## config.mk

```make
export PLATFORM = sky130hd
export DESIGN_NAME = clock_run_controller
export DESIGN_NICKNAME = d
export VERILOG_FILES = /design/src/rtl/clock_run_controller.sv
export SDC_FILE = /design/constraint.sdc
export NUM_CORES = 1
export LEC_CHECK = 0
export ABC_AREA = 0
export BUFFER_PORTS_ARGS = -buffer_cell sky130_fd_sc_hd__clkbuf_2
export CAP_MARGIN = 20
export CORE_MARGIN = 4
export CORE_UTILIZATION = 58
export DETAILED_ROUTE_END_ITERATION = 10
export PLACE_DENSITY = 0.79
export SYNTH_ARGS = -nofsm -noshare
export SYNTH_HDL_FRONTEND = slang
export SYNTH_SLANG_ARGS = --single-unit
```

## constraint.sdc

```tcl
create_clock -name CLK -period 3.2 [get_ports CLK]
set_input_delay 0.32 -clock CLK [delete_from_list [all_inputs] [get_ports CLK]]
set_output_delay 0.32 -clock CLK [all_outputs]
set_load 0.01 [all_outputs]
```

## src/rtl/clock_run_controller.sv

```systemverilog
// -----------------------------------------------------------------------------
// clock_run_controller
//
// Sequences reset release for the Arty RV32I system and gates core execution.
// After RESET and a filtered PLL lock, peripheral reset is released first and
// then core reset. Once ACTIVE, a registered clock enable (ce) is produced for
// the core in HALT, RUN, SLOW (power-of-two prescaled) or single-STEP fashion.
//
// Ports:
//   CLK           system clock
//   RESET         asynchronous, active-high reset
//   pll_locked    PLL lock indication, synchronous to CLK
//   mode          00 HALT, 01 RUN, 10 SLOW, 11 HALT
//   div_sel       SLOW mode: ce period = 2**div_sel cycles
//   step_req      asynchronous step button (level)
//   halt_req      core halt request, honoured only in a cycle with ce=1
//   ce            core clock enable (registered)
//   periph_resetn peripheral reset, active-low (registered)
//   core_resetn   core reset, active-low (registered)
//   halted        sticky halt flag
//   state         00 WAIT_LOCK, 01 PERIPH_RST, 10 CORE_RST, 11 ACTIVE
//   ce_count      ce pulses since core reset release (wraps)
// -----------------------------------------------------------------------------
module clock_run_controller #(
    parameter int LOCK_FILTER  = 4,
    parameter int PERIPH_DELAY = 16,
    parameter int CORE_DELAY   = 16,
    parameter int DIV_W        = 5
) (
    input  logic             CLK,
    input  logic             RESET,
    input  logic             pll_locked,
    input  logic [1:0]       mode,
    input  logic [DIV_W-1:0] div_sel,
    input  logic             step_req,
    input  logic             halt_req,
    output logic             ce,
    output logic             periph_resetn,
    output logic             core_resetn,
    output logic             halted,
    output logic [1:0]       state,
    output logic [31:0]      ce_count
);

    // Prescaler must hold 2**div_sel - 1 for the largest div_sel.
    localparam int PW   = (1 << DIV_W) - 1;
    localparam int LW   = $clog2(LOCK_FILTER + 1);
    localparam int DMAX = (PERIPH_DELAY > CORE_DELAY) ? PERIPH_DELAY : CORE_DELAY;
    localparam int DW   = $clog2(DMAX + 1);

    localparam logic [LW-1:0] LOCK_LAST   = LW'(LOCK_FILTER - 1);
    localparam logic [DW-1:0] PERIPH_LAST = DW'(PERIPH_DELAY - 1);
    localparam logic [DW-1:0] CORE_LAST   = DW'(CORE_DELAY - 1);

    typedef enum logic [1:0] {
        WAIT_LOCK  = 2'b00,
        PERIPH_RST = 2'b01,
        CORE_RST   = 2'b10,
        ACTIVE     = 2'b11
    } state_t;

    state_t          cur_state;
    state_t          nxt_state;

    logic [LW-1:0]   lock_cnt;
    logic [DW-1:0]   dly_cnt;
    logic [PW-1:0]   presc;
    logic [PW-1:0]   presc_nxt;
    logic [PW-1:0]   presc_mask;

    logic            step_s1;
    logic            step_s2;
    logic            step_prev;
    logic            step_pulse;

    logic [1:0]      mode_q;
    logic [DIV_W-1:0] div_q;
    logic            mode_chg;
    logic            div_chg;

    logic            halt_mode;
    logic            halt_set;
    logic            eff_halt;
    logic            stay_active;

    logic            ce_nxt;
    logic            periph_nxt;
    logic            core_nxt;
    logic            halted_nxt;

    assign state = cur_state;

    // ------------------------------------------------------------------
    // Step button: two-flop synchronizer plus a previous-value flop so a
    // held button yields exactly one rising-edge pulse.
    // ------------------------------------------------------------------
    always_ff @(posedge CLK or posedge RESET) begin
        if (RESET) begin
            step_s1   <= 1'b0;
            step_s2   <= 1'b0;
            step_prev <= 1'b0;
        end else begin
            step_s1   <= step_req;
            step_s2   <= step_s1;
            step_prev <= step_s2;
        end
    end

    assign step_pulse = step_s2 & ~step_prev;

    // Previous mode / divider, used to detect user changes.
    always_ff @(posedge CLK or posedge RESET) begin
        if (RESET) begin
            mode_q <= 2'b00;
            div_q  <= '0;
        end else begin
            mode_q <= mode;
            div_q  <= div_sel;
        end
    end

    assign mode_chg = (mode != mode_q);
    assign div_chg  = (div_sel != div_q);

    // ------------------------------------------------------------------
    // FSM: state register
    // ------------------------------------------------------------------
    always_ff @(posedge CLK or posedge RESET) begin
        if (RESET) cur_state <= WAIT_LOCK;
        else       cur_state <= nxt_state;
    end

    // ------------------------------------------------------------------
    // FSM: next state. Any lock loss outside WAIT_LOCK restarts the whole
    // sequence.
    // ------------------------------------------------------------------
    always_comb begin
        nxt_state = cur_state;
        case (cur_state)
            WAIT_LOCK: begin
                if (pll_locked && (lock_cnt == LOCK_LAST)) nxt_state = PERIPH_RST;
            end
            PERIPH_RST: begin
                if (!pll_locked)                 nxt_state = WAIT_LOCK;
                else if (dly_cnt == PERIPH_LAST) nxt_state = CORE_RST;
            end
            CORE_RST: begin
                if (!pll_locked)               nxt_state = WAIT_LOCK;
                else if (dly_cnt == CORE_LAST) nxt_state = ACTIVE;
            end
            ACTIVE: begin
                if (!pll_locked) nxt_state = WAIT_LOCK;
            end
            default: nxt_state = WAIT_LOCK;
        endcase
    end

    // Lock filter and reset-delay counter.
    always_ff @(posedge CLK or posedge RESET) begin
        if (RESET) begin
            lock_cnt <= '0;
            dly_cnt  <= '0;
        end else begin
            // Counts consecutive locked cycles; any 0 or leaving WAIT_LOCK clears.
            if ((cur_state == WAIT_LOCK) && pll_locked && (nxt_state == WAIT_LOCK))
                lock_cnt <= lock_cnt + 1'b1;
            else
                lock_cnt <= '0;

            // Restarts on every state change so each delay phase begins at 0.
            if (nxt_state != cur_state)
                dly_cnt <= '0;
            else if ((cur_state == PERIPH_RST) || (cur_state == CORE_RST))
                dly_cnt <= dly_cnt + 1'b1;
            else
                dly_cnt <= '0;
        end
    end

    // ------------------------------------------------------------------
    // FSM: outputs (next values of the registered outputs)
    // ------------------------------------------------------------------
    assign presc_mask  = ~({PW{1'b1}} << div_sel);
    assign halt_mode   = (mode == 2'b00) || (mode == 2'b11);
    assign halt_set    = ce & halt_req;
    // A halt request taken this cycle already suppresses the next ce, so
    // the instruction count stops exactly at the halting instruction.
    assign eff_halt    = halt_mode || halted || halt_set;
    assign stay_active = (cur_state == ACTIVE) && (nxt_state == ACTIVE);

    always_comb begin
        ce_nxt     = 1'b0;
        presc_nxt  = '0;
        halted_nxt = 1'b0;
        periph_nxt = (nxt_state == CORE_RST) || (nxt_state == ACTIVE);
        core_nxt   = (nxt_state == ACTIVE);

        if (stay_active) begin
            // Mode change clears the flag and wins over a simultaneous set.
            halted_nxt = (halted || halt_set) && !mode_chg;

            if (eff_halt) begin
                ce_nxt = step_pulse;
            end else if (mode == 2'b01) begin
                ce_nxt = 1'b1;
            end else begin
                // SLOW: a divider of 1 is plain RUN, including on the change
                // cycle; otherwise any change restarts a full period.
                if (presc_mask == '0) begin
                    ce_nxt = 1'b1;
                end else if (mode_chg || div_chg) begin
                    ce_nxt    = 1'b0;
                    presc_nxt = '0;
                end else if (presc == presc_mask) begin
                    ce_nxt    = 1'b1;
                    presc_nxt = '0;
                end else begin
                    presc_nxt = presc + 1'b1;
                end
            end
        end
    end

    // Registered outputs, prescaler and pulse counter.
    always_ff @(posedge CLK or posedge RESET) begin
        if (RESET) begin
            ce            <= 1'b0;
            periph_resetn <= 1'b0;
            core_resetn   <= 1'b0;
            halted        <= 1'b0;
            presc         <= '0;
            ce_count      <= '0;
        end else begin
            ce            <= ce_nxt;
            periph_resetn <= periph_nxt;
            core_resetn   <= core_nxt;
            halted        <= halted_nxt;
            presc         <= presc_nxt;
            // Leaving ACTIVE (lock loss) discards the count.
            if (nxt_state != ACTIVE) ce_count <= '0;
            else if (ce)             ce_count <= ce_count + 32'd1;
        end
    end

endmodule

```

Word level (Yosys, flattened, before mapping)
Index checks and enable logic that the tools add are counted.
{"block": "word_totals", "reg_bits": 87, "in_bits": 12, "output_inout_bits": 38, "wordCells": 80}
{"block": "classes", "add_sub_neg": 4, "eq_ne": 14, "n_shift": 1, "muxes": 25, "bitwise_logic": 4, "n_reduce_logical": 18}
{"cell": "2-to-1 mux 31 bit", "n": 6}
{"cell": "2-to-1 mux 32 bit", "n": 2}
{"cell": "adder 32 x 1 -> 32 bit, second input constant", "n": 1}
{"cell": "adder 31 x 1 -> 31 bit, second input constant", "n": 1}
{"cell": "equality test 31 bit", "n": 1}
{"cell": "zero test 31 bit", "n": 1}
{"cell": "NOT 31 bit", "n": 1}
{"cell": "<< shifter 31 x 5 -> 31 bit, first input constant", "n": 1}
{"cell": "2-to-1 mux 2 bit", "n": 6}
{"cell": "equality test 2 bit, second input constant", "n": 5}
{"cell": "2-to-1 mux 5 bit", "n": 2}
{"cell": "case mux 2 bit (4 select lines)", "n": 1}
{"cell": "logical OR 1 bit", "n": 7}
{"cell": "2-to-1 mux 1 bit", "n": 7}
{"cell": "zero test 2 bit", "n": 3}
{"cell": "adder 5 x 1 -> 5 bit, second input constant", "n": 1}
{"cell": "equality test 5 x 4 -> 1 bit, second input constant", "n": 1}
{"cell": "logical AND 1 bit", "n": 5}
{"cell": "inequality test 5 bit", "n": 1}
{"cell": "equality test 2 x 1 -> 1 bit, second input constant", "n": 2}
{"cell": "inequality test 2 bit", "n": 2}
{"cell": "adder 3 x 1 -> 3 bit, second input constant", "n": 1}
{"cell": "equality test 3 x 2 -> 1 bit, second input constant", "n": 1}
{"cell": "2-to-1 mux 3 bit", "n": 1}
{"cell": "other kinds (5)", "n": 6}

Longest topological paths before layout
Gate-level depths: netlist of the first run.
{"block": "logic_depth", "depth_word": 9, "ltp_mapped": 13, "mapped_depth_nobuf": 11}

Least setup slack after synthesis of the first run
OpenSTA, ideal clock, no wires.
{"block": "synth_timing", "path_type": "register to register", "start": "reg dly_cnt[0]", "end": "reg presc[20]", "setup_time_ps": 71, "arrival_time_ps": 2509, "required_ps": 3129, "setup_slack_ps": 620, "stages_incl_launch_ff": 14, "n_path_buf": 2, "period_less_slack_ps": 2580, "cell_sequence": "dfrtp_1 > ha_1 > and3_1 > ha_1 > nor2_1 > or4b_2 > nand2_1 > nand2_1 > inv_1 > and4_1 > o41ai_2 > buf_2 > buf_6 > nor2_1"}
{"block": "synth_between", "elab_chain_cells": 7, "elab_cells_between_ends": 9, "classes_between": "eq/ne: 2; mux: 6; reduce/logical: 1"}
{"item": "from (decl)", "line": "66", "text": "logic [DW-1:0] dly_cnt;"}
{"item": "from (signal assigned)", "line": "174", "text": "dly_cnt <= dly_cnt + 1'b1;"}
{"item": "equality test 5 x 4 -> 1 bit (*)", "line": "145, 149"}
{"item": "2-to-1 mux 2 bit, on equally long branches", "line": "149, 145"}
{"item": "2-to-1 mux 2 bit, on equally long branches", "line": "148, 144"}
{"item": "case mux 2 bit (4 select lines) (*)", "line": "139", "text": "case (cur_state)"}
{"item": "via nxt_state[1]", "line": "63", "text": "state_t nxt_state;"}
{"item": "equality test 2 bit (*)"}
{"item": "via core_nxt", "line": "88", "text": "logic core_nxt;"}
{"item": "logical AND 1 bit (*)", "line": "189", "text": "assign stay_active = (cur_state == ACTIVE) && (nxt_state == ACTIVE);"}
{"item": "2-to-1 mux 31 bit (*)", "line": "198", "text": "if (stay_active) begin"}
{"item": "via presc_nxt[20]", "line": "68", "text": "logic [PW-1:0] presc_nxt;"}
{"item": "to (signal assigned)", "line": "238", "text": "presc <= presc_nxt;"}
{"item": "to (decl)", "line": "67", "text": "logic [PW-1:0] presc;"}
The timed path passes the listed nets; every way through them passes the cells marked *.
A chain may end at the register's enable or synchronous reset.

Worst setup path in the final report of the first run
{"block": "layout_timing", "start": "reg dly_cnt[0]", "end": "reg presc[2]"}
Same word-level chain as after synthesis.

==> results.py, run 1 <==
metrics = {
    "status": {
        "status": "completed",
    },
    "clock_tree": {
        "numClockSinks": 87,
        "clkLatencyLatePin_ns": 0.37,
        "tritoncts": "done",
        "cts-root-buf": "clkbuf_8",
        "cts_buffers": 9,
        "cts_resized": 0,
        "clock_path_buffers": 2,
        "cts_htree_levels": 3,
        "clkTransAtPathRegs_ns": 0.10,
        "cts_setup_buffers": 0,
        "cts_hold_buf": 0,
    },
    "flow_run": {
        "maxCapViolations": 0,
    },
    "floorplan": {
        "rows": 33,
        "num_io_pins": 50,
        "die_h_um": 99.5,
        "die_w_um": 99.5,
        "fp.coreArea_sq_um": 8180,
        "start_util_pct": 59.4,
        "die-area_sq_um": 9900,
    },
    "synth": {
        "synth_edf_count": 0,
        "synth_commonest_cells": "nor2_1 (89), dfrtp_1 (87), nand2_1 (44)",
        "ys_seq_elements": 87,
        "synth_fa_ha_area_share_pct": 3.09,
        "async_flop_share_pct": 100,
        "synth.most_common_cell": "nor2_1",
        "synth_top_area_share_pct": 44.8,
        "yosysWarnings": 0,
        "ys.flop_type": "dfrtp_1",
        "synth_mux_area_share_pct": 1.24,
        "synth-simple-area-share_pct": 24.1,
        "synth_top_family_by_area": "simple AND/OR/NAND/NOR gates",
        "yosys.area.top_type": "dfrtp_1",
        "syn_nets": 559,
        "netlist_area_sq_um": 4860,
        "synth_cells": 535,
        "ys_types": 57,
        "synth-compound-area-share_pct": 9.82,
        "synthXorXnorAreaFrac_pct": 12.6,
        "synth_area_leaders": "dfrtp_1 (45%), xor2_1 (7.6%), nor2_1 (6.9%)",
        "yosysSeqAreaShare_pct": 44.8,
        "syn-mean-instance-area_sq_um": 9.08,
    },
    "pwr": {
        "clock_power_share_pct": 38.4,
        "powerDensity_nw_per_um2": 425,
        "peakVddDrop_mv": 0.278,
        "intPower_mw": 1.71,
        "finalPower_mw": 2.34,
        "p_leak_nw": 2.37,
        "power.share.combinational_pct": 12.1,
        "p_sw_mw": 0.635,
        "p_sw_share_pct": 27.1,
        "p_seq_share_pct": 49.5,
    },
    "finish": {
        "nets": 610,
        "diodes": 0,
        "nFillCells": 670,
        "area_growth_syn_to_layout_pct": 13.4,
        "drive_above_1_share_pct": 15.4,
    },
    "detailed_routing": {
        "routed_wl_um": 11400,
        "firstDrtPassIters": 5,
        "ant_nets": 0,
        "via_per_inst": 5.84,
        "num_vias": 4068,
        "drc_errors": 0,
        "initialDrtViolationCount": 238,
        "detail_route.wl_per_cell_um": 16.4,
    },
    "grt": {
        "grt_pass1_vias": 4030,
        "grt_usage_pct": 24.7,
        "grt_overflow": 0,
        "grt_pass1_wl_um": 19700,
        "grt_max_degree": 44,
        "antenna_found_initial": 0,
    },
    "placed_design": {
        "numPortBuffers": 49,
        "gp_congestion": 0.966,
        "dp_hpwl_um": 8330,
    },
    "critical_path": {
        "start_kind": "flop",
        "cp_slowest_cell": "or4b_2",
        "r2r_end": "presc[2]$_DFF_PP0_",
        "reg2reg_depth": 12,
        "path_max_fanout": 29,
        "reg2reg_slack_ns": 0.34,
        "max_stage_delay_ns": 0.69,
        "path_cells": "ha_1 -> and3_1 -> ha_1 -> nor2_1 -> or4b_2 -> nand2_1 -> nand2_1 -> inv_1 -> and4_1 -> o41ai_4 -> buf_12 -> nor2_1",
        "crit_type": "reg2reg",
        "critical_path_arrival_ns": 3.14,
        "rr_startpoint": "dly_cnt[0]$_DFF_PP0_",
        "crit_start": "dly_cnt[0]$_DFF_PP0_",
        "end_kind": "flop",
        "worst_ep_required_time_ns": 3.48,
    },
    "timing": {
        "fin_worst_skew_ns": 0.0184,
        "tightest_slew_ns": 0.721,
        "period_share_pct": 89.2,
        "rsz0062_at_grt": "false",
        "hold_violations": 0,
        "setup_tns_ns": 0,
        "finalCriticalPeriod_ns": 2.86,
        "slew_viol_final": 0,
        "report.final.setup_viol": 0,
        "max-slew-margin-rel_pct": 51.8,
        "timing.fmax_ghz": 0.350,
    },
    "hold_path": {
        "holdCritPathClass": "in2async",
    },
}
[state kept, by name, indices dropped and copies added (netlist names), 2 cells and up]
signal	cells
state	2
lock_cnt	3
dly_cnt	5
mode_q	2
presc	31
div_q	5
ce_count	32
[through the flow]
stage / hold WS [ns] / util [%] / instances / cell area, sq um / worst slack [ns]
6_report: 0.0188 / 67.4 / 696 / 5510 / 0.344
5_1_grt: 0.0449 / 67.4 / 696 / 5510 / 0.135
4_1_cts: 0.0333 / 67.4 / 696 / 5510 / 0.354
3_5_place_dp: 0.354 / 64.4 / 680 / 5270 / 0.290
3_3_place_gp: 0.332 / 64.4 / 680 / 5270 / 0.294
2_1_floorplan: 0.331 / - / 535 / 4860 / 0.620
[cell type report]
| cell class | count | area (sq um) | area share (%) |
|---|---|---|---|
| Clock inverter | 6 | 103 | 1.86 |
| Tap cell | 105 | 131 | 2.39 |
| Sequential cell | 87 | 2180 | 39.5 |
| Clock buffer | 10 | 138 | 2.50 |
| Inverter | 22 | 83.8 | 1.52 |
| Timing Repair Buffer | 67 | 393 | 7.13 |
| Multi-Input combinational cell | 399 | 2480 | 45.1 |
[per-layer routing]
metal	GRT usage, %	vias up	routed length [um]
li1	-	1941	-
met1	35.5	1952	5150
met2	37.8	149	5290
met3	4.14	26	726
met4	9.45	0	273
met5	0	-	0
[how the worst max path moves through the flow]
stage	to	slack [ns]
global route	presc[2]$_DFF_PP0_	0.14
detailed placement	ce$_DFF_PP0_	0.29
finish	presc[2]$_DFF_PP0_	0.34
global placement	presc[1]$_DFF_PP0_	0.29
floorplan	presc[20]$_DFF_PP0_	0.62
CTS	presc[2]$_DFF_PP0_	0.35
[worst max-delay path: cells and delay by family, from the launching register on]
family | cells | cell delay, ns
and+or+nand+nor | 7 | 1.57
adders and majority gates | 2 | 0.40
DFF | 1 | 0.39
buffers and inverters | 2 | 0.31
AOI/OAI and AO/OA | 1 | 0.12
[logic make-up after synthesis]
kind of cell | count (synthesis)
DFF | 87
buffers and inverters | 49
and+or+nand+nor | 243
muxes | 6
adders and majority gates | 12
AOI/OAI and AO/OA | 68
xor gates and xnor gates | 70
[layout by cell type (no fill, tap or decap), drive strengths merged, types with 5 or more instances in the layout]
| master | instances |
|---|---|
| a211oi | 5 |
| a21oi | 14 |
| and3 | 14 |
| buf | 18 |
| clkbuf | 59 |
| dfrtp | 87 |
| ha | 12 |
| inv | 22 |
| mux2i | 6 |
| nand2 | 44 |
| nand2b | 5 |
| nand3 | 32 |
| nand4 | 17 |
| nor2 | 89 |
| nor3 | 10 |
| o21ai | 13 |
| or3 | 7 |
| xnor2 | 28 |
| xor2 | 42 |
[power by group through the flow]
stage | sequential, mW | clock [mW] | combinational, mW
CTS | 1.16 | 0.915 | 0.281
global placement | 1.18 | 0 | 0.262
detailed placement | 1.18 | 0 | 0.276
global route | 1.17 | 0.968 | 0.320
finish | 1.16 | 0.899 | 0.284
floorplan | 1.18 | 0 | 0.194
No activity file was read; power rests on OpenSTA's default activity.
==> inputs of run 2 (changes only) <==
--- a/config.mk
+++ b/config.mk
@@ -5,13 +5,14 @@
 export SDC_FILE = /design/constraint.sdc
 export NUM_CORES = 1
 export LEC_CHECK = 0
-export ABC_AREA = 0
+export ABC_AREA = 1
 export BUFFER_PORTS_ARGS = -buffer_cell sky130_fd_sc_hd__clkbuf_2
 export CAP_MARGIN = 20
 export CORE_MARGIN = 4
 export CORE_UTILIZATION = 58
 export DETAILED_ROUTE_END_ITERATION = 10
-export PLACE_DENSITY = 0.79
+export PLACE_DENSITY = 0.78
+export SLEW_MARGIN = 20
 export SYNTH_ARGS = -nofsm -noshare
 export SYNTH_HDL_FRONTEND = slang
 export SYNTH_SLANG_ARGS = --single-unit
==> results.py, run 2 <==
metrics = {
    "pwr": {
        "powerDensity_nw_per_um2": 375,
        "peakVddDrop_mv": 0.232,
        "p_leak_nw": 2.62,
    },
    "placed_design": {
        "dp_hpwl_um": 9240,
        "post-place-ws_ns": 0.634,
        "gp_congestion": 0.953,
        "numPortBuffers": 49,
    },
    "grt": {
        "grt_max_degree": 42,
        "grt_usage_pct": 24.9,
        "grt_pass1_wl_um": 21300,
        "grt_pass1_vias": 4678,
        "grt_overflow": 0,
        "antenna_found_initial": 0,
    },
    "finish": {
        "drive_above_1_share_pct": 10.6,
        "diodes": 0,
        "nets": 805,
        "multiInputGateArea_sq_um": 2640,
        "fin_util_pct": 65.9,
        "seqCellArea_sq_um": 2180,
        "nFillCells": 759,
        "final_common_cell": "nand2_1",
        "top_regs": "ce_count (32), presc (31)",
        "area_growth_syn_to_layout_pct": 9.78,
        "mostFrequentLayoutCells": "nand2_1 (171), nor2_1 (107), inv_1 (99), dfrtp_1 (87), nand3_1 (72)",
        "top_register": "ce_count",
        "largest_register_ffs": 32,
    },
    "timing": {
        "setup_ws_ns": 0.567,
        "period_share_pct": 82.3,
        "timing.fmax_ghz": 0.380,
        "rsz0062_at_grt": "false",
        "report.final.setup_viol": 0,
        "max-slew-margin-rel_pct": 52.6,
        "tightest_slew_ns": 0.710,
        "slew_viol_final": 0,
        "finalCriticalPeriod_ns": 2.63,
        "hold_violations": 0,
        "setup_tns_ns": 0,
        "timing.hold.ws_ns": 0.0280,
        "fin_worst_skew_ns": 0.0202,
    },
    "synth": {
        "synth.most_common_cell": "nand2_1",
        "yosysWarnings": 0,
        "netlist_area_sq_um": 5290,
        "syn-mean-instance-area_sq_um": 7.23,
        "synth_edf_count": 0,
        "ys_types": 37,
        "synth_area_leaders": "dfrtp_1 (41%), nand2_1 (12%), nor2_1 (7.6%)",
        "ys.flop_type": "dfrtp_1",
        "async_flop_share_pct": 100,
        "synth_commonest_cells": "nand2_1 (171), nor2_1 (107), inv_1 (100)",
        "yosys.area.top_type": "dfrtp_1",
        "yosysSeqAreaShare_pct": 41.2,
        "syn_nets": 755,
        "ys_seq_elements": 87,
        "synth_top_area_share_pct": 41.2,
        "synth_cells": 731,
    },
    "detailed_routing": {
        "via_per_inst": 5.56,
        "drc_errors": 0,
        "ant_nets": 0,
        "routed_wl_um": 12500,
        "initialDrtViolationCount": 326,
        "firstDrtPassIters": 5,
        "detail_route.wl_per_cell_um": 13.9,
        "num_vias": 4974,
    },
    "critical_path": {
        "reg2reg_depth": 12,
        "cp_num_buf_inv": 1,
        "cp_slowest_cell": "dfrtp_1",
        "start_kind": "flop",
        "reg2reg_slack_ns": 0.57,
        "cpLargestDelayFamily": "simple AND/OR/NAND/NOR gates",
        "rr_startpoint": "dly_cnt[0]$_DFF_PP0_",
        "worst_ep_required_time_ns": 3.47,
        "critical_path_arrival_ns": 2.90,
        "end_kind": "flop",
        "path_max_fanout": 26,
        "r2r_end": "presc[29]$_DFF_PP0_",
        "crit_type": "reg2reg",
        "path_cells": "ha_1 -> and3_1 -> ha_1 -> o21ai_1 -> nand3_1 -> a21oi_4 -> nand2_4 -> inv_2 -> nand2_1 -> nor2_4 -> nand2_4 -> a21oi_1",
        "path_depth": 12,
        "max_stage_delay_ns": 0.40,
    },
    "floorplan": {
        "start_util_pct": 60.0,
        "die-area_sq_um": 10700,
        "rows": 34,
        "die_h_um": 103,
        "num_io_pins": 50,
        "fp.coreArea_sq_um": 8810,
        "die_w_um": 103,
    },
    "clock_tree": {
        "cts_resized": 0,
        "cts_buffers": 9,
        "numClockSinks": 87,
        "tritoncts": "done",
        "cts_hold_buf": 0,
        "cts_htree_levels": 3,
        "clock_path_buffers": 2,
        "clkLatencyLatePin_ns": 0.36,
        "cts_setup_buffers": 0,
        "cts-root-buf": "clkbuf_8",
        "clkTransAtPathRegs_ns": 0.10,
    },
    "status": {
        "status": "completed",
    },
    "hold_path": {
        "holdCritPathClass": "in2async",
    },
    "flow_run": {
        "maxCapViolations": 0,
    },
}
-- run 2: cell types whose count changed after synthesis, moves of 8 or more --
| cell | change |
|---|---|
| clkbuf_1 | -8 |
| nand2_1 | +127 |
| xnor2_1 | -17 |
| and3_1 | -13 |
| nor3_1 | +19 |
| nand3_1 | +40 |
| xor2_1 | -15 |
| inv_1 | +78 |
| o21ai_0 | +10 |
| nor2_1 | +18 |
-- run 2: layer usage --
metal	up-vias	track usage (%)	share of wire (%)
li1	2439	-	-
met1	2322	34.9	45
met2	194	40.0	47
met3	19	3.15	6.5
met4	0	8.27	1.4
met5	-	0	0
-- run 2: kinds of logic (layout without fill, tap and decap cells) --
kind of cell    count (synthesis)  in the layout  share of synthesized area (%)
xor+xnor                       38             38                           6.30
fa+ha+maj                      12             12                           2.84
buf+inv                       115            170                           8.80
compound gates                 63             63                           6.79
simple gates                  416            416                           34.1
flops                          87             87                           41.2
-- run 2: report_power, final --
group / switching (mW) / total [mW] / internal (mW) / leakage (nW)
Clock: 0.414 / 0.745 / 0.331 / 0.0999
Combinational: 0.195 / 0.287 / 0.0920 / 1.33
Sequential: 0.0196 / 1.15 / 1.13 / 1.19
-- run 2: through the flow --
step           instances  total power, mW  cell area, sq um
2_1_floorplan        731             1.38              5290
3_3_place_gp         878             1.44              5610
3_5_place_dp         878             1.45              5610
4_1_cts              894             2.20              5800
5_1_grt              894             2.29              5800
6_report             894             2.18              5800
-- run 2: cell type report --
type	instances	share of cell area [%]
timing repair buffer	53	4.74
multi-input combinational	529	45.6
tap	108	2.33
clock buffer	11	2.61
clock inverter	5	0.690
inverter	101	6.55
sequential	87	37.5
-- run 2: worst reg2reg max path, delay by kind of cell, from the launching register on --
kind / cells / cell delay, ns
buf+inv: 1 / 0.10
simple gates: 6 / 1.05
compound gates: 3 / 0.57
fa+ha+maj: 2 / 0.43
flops: 1 / 0.40
-- run 2: worst max path at each step --
stage | startpoint | to
final | dly_cnt[0]$_DFF_PP0_ | presc[29]$_DFF_PP0_
after global routing | dly_cnt[0]$_DFF_PP0_ | presc[29]$_DFF_PP0_
after CTS | dly_cnt[0]$_DFF_PP0_ | presc[29]$_DFF_PP0_
after detailed placement | dly_cnt[0]$_DFF_PP0_ | presc[29]$_DFF_PP0_
after global placement | dly_cnt[0]$_DFF_PP0_ | presc[29]$_DFF_PP0_
after floorplan | RESET | ce$_DFF_PP0_
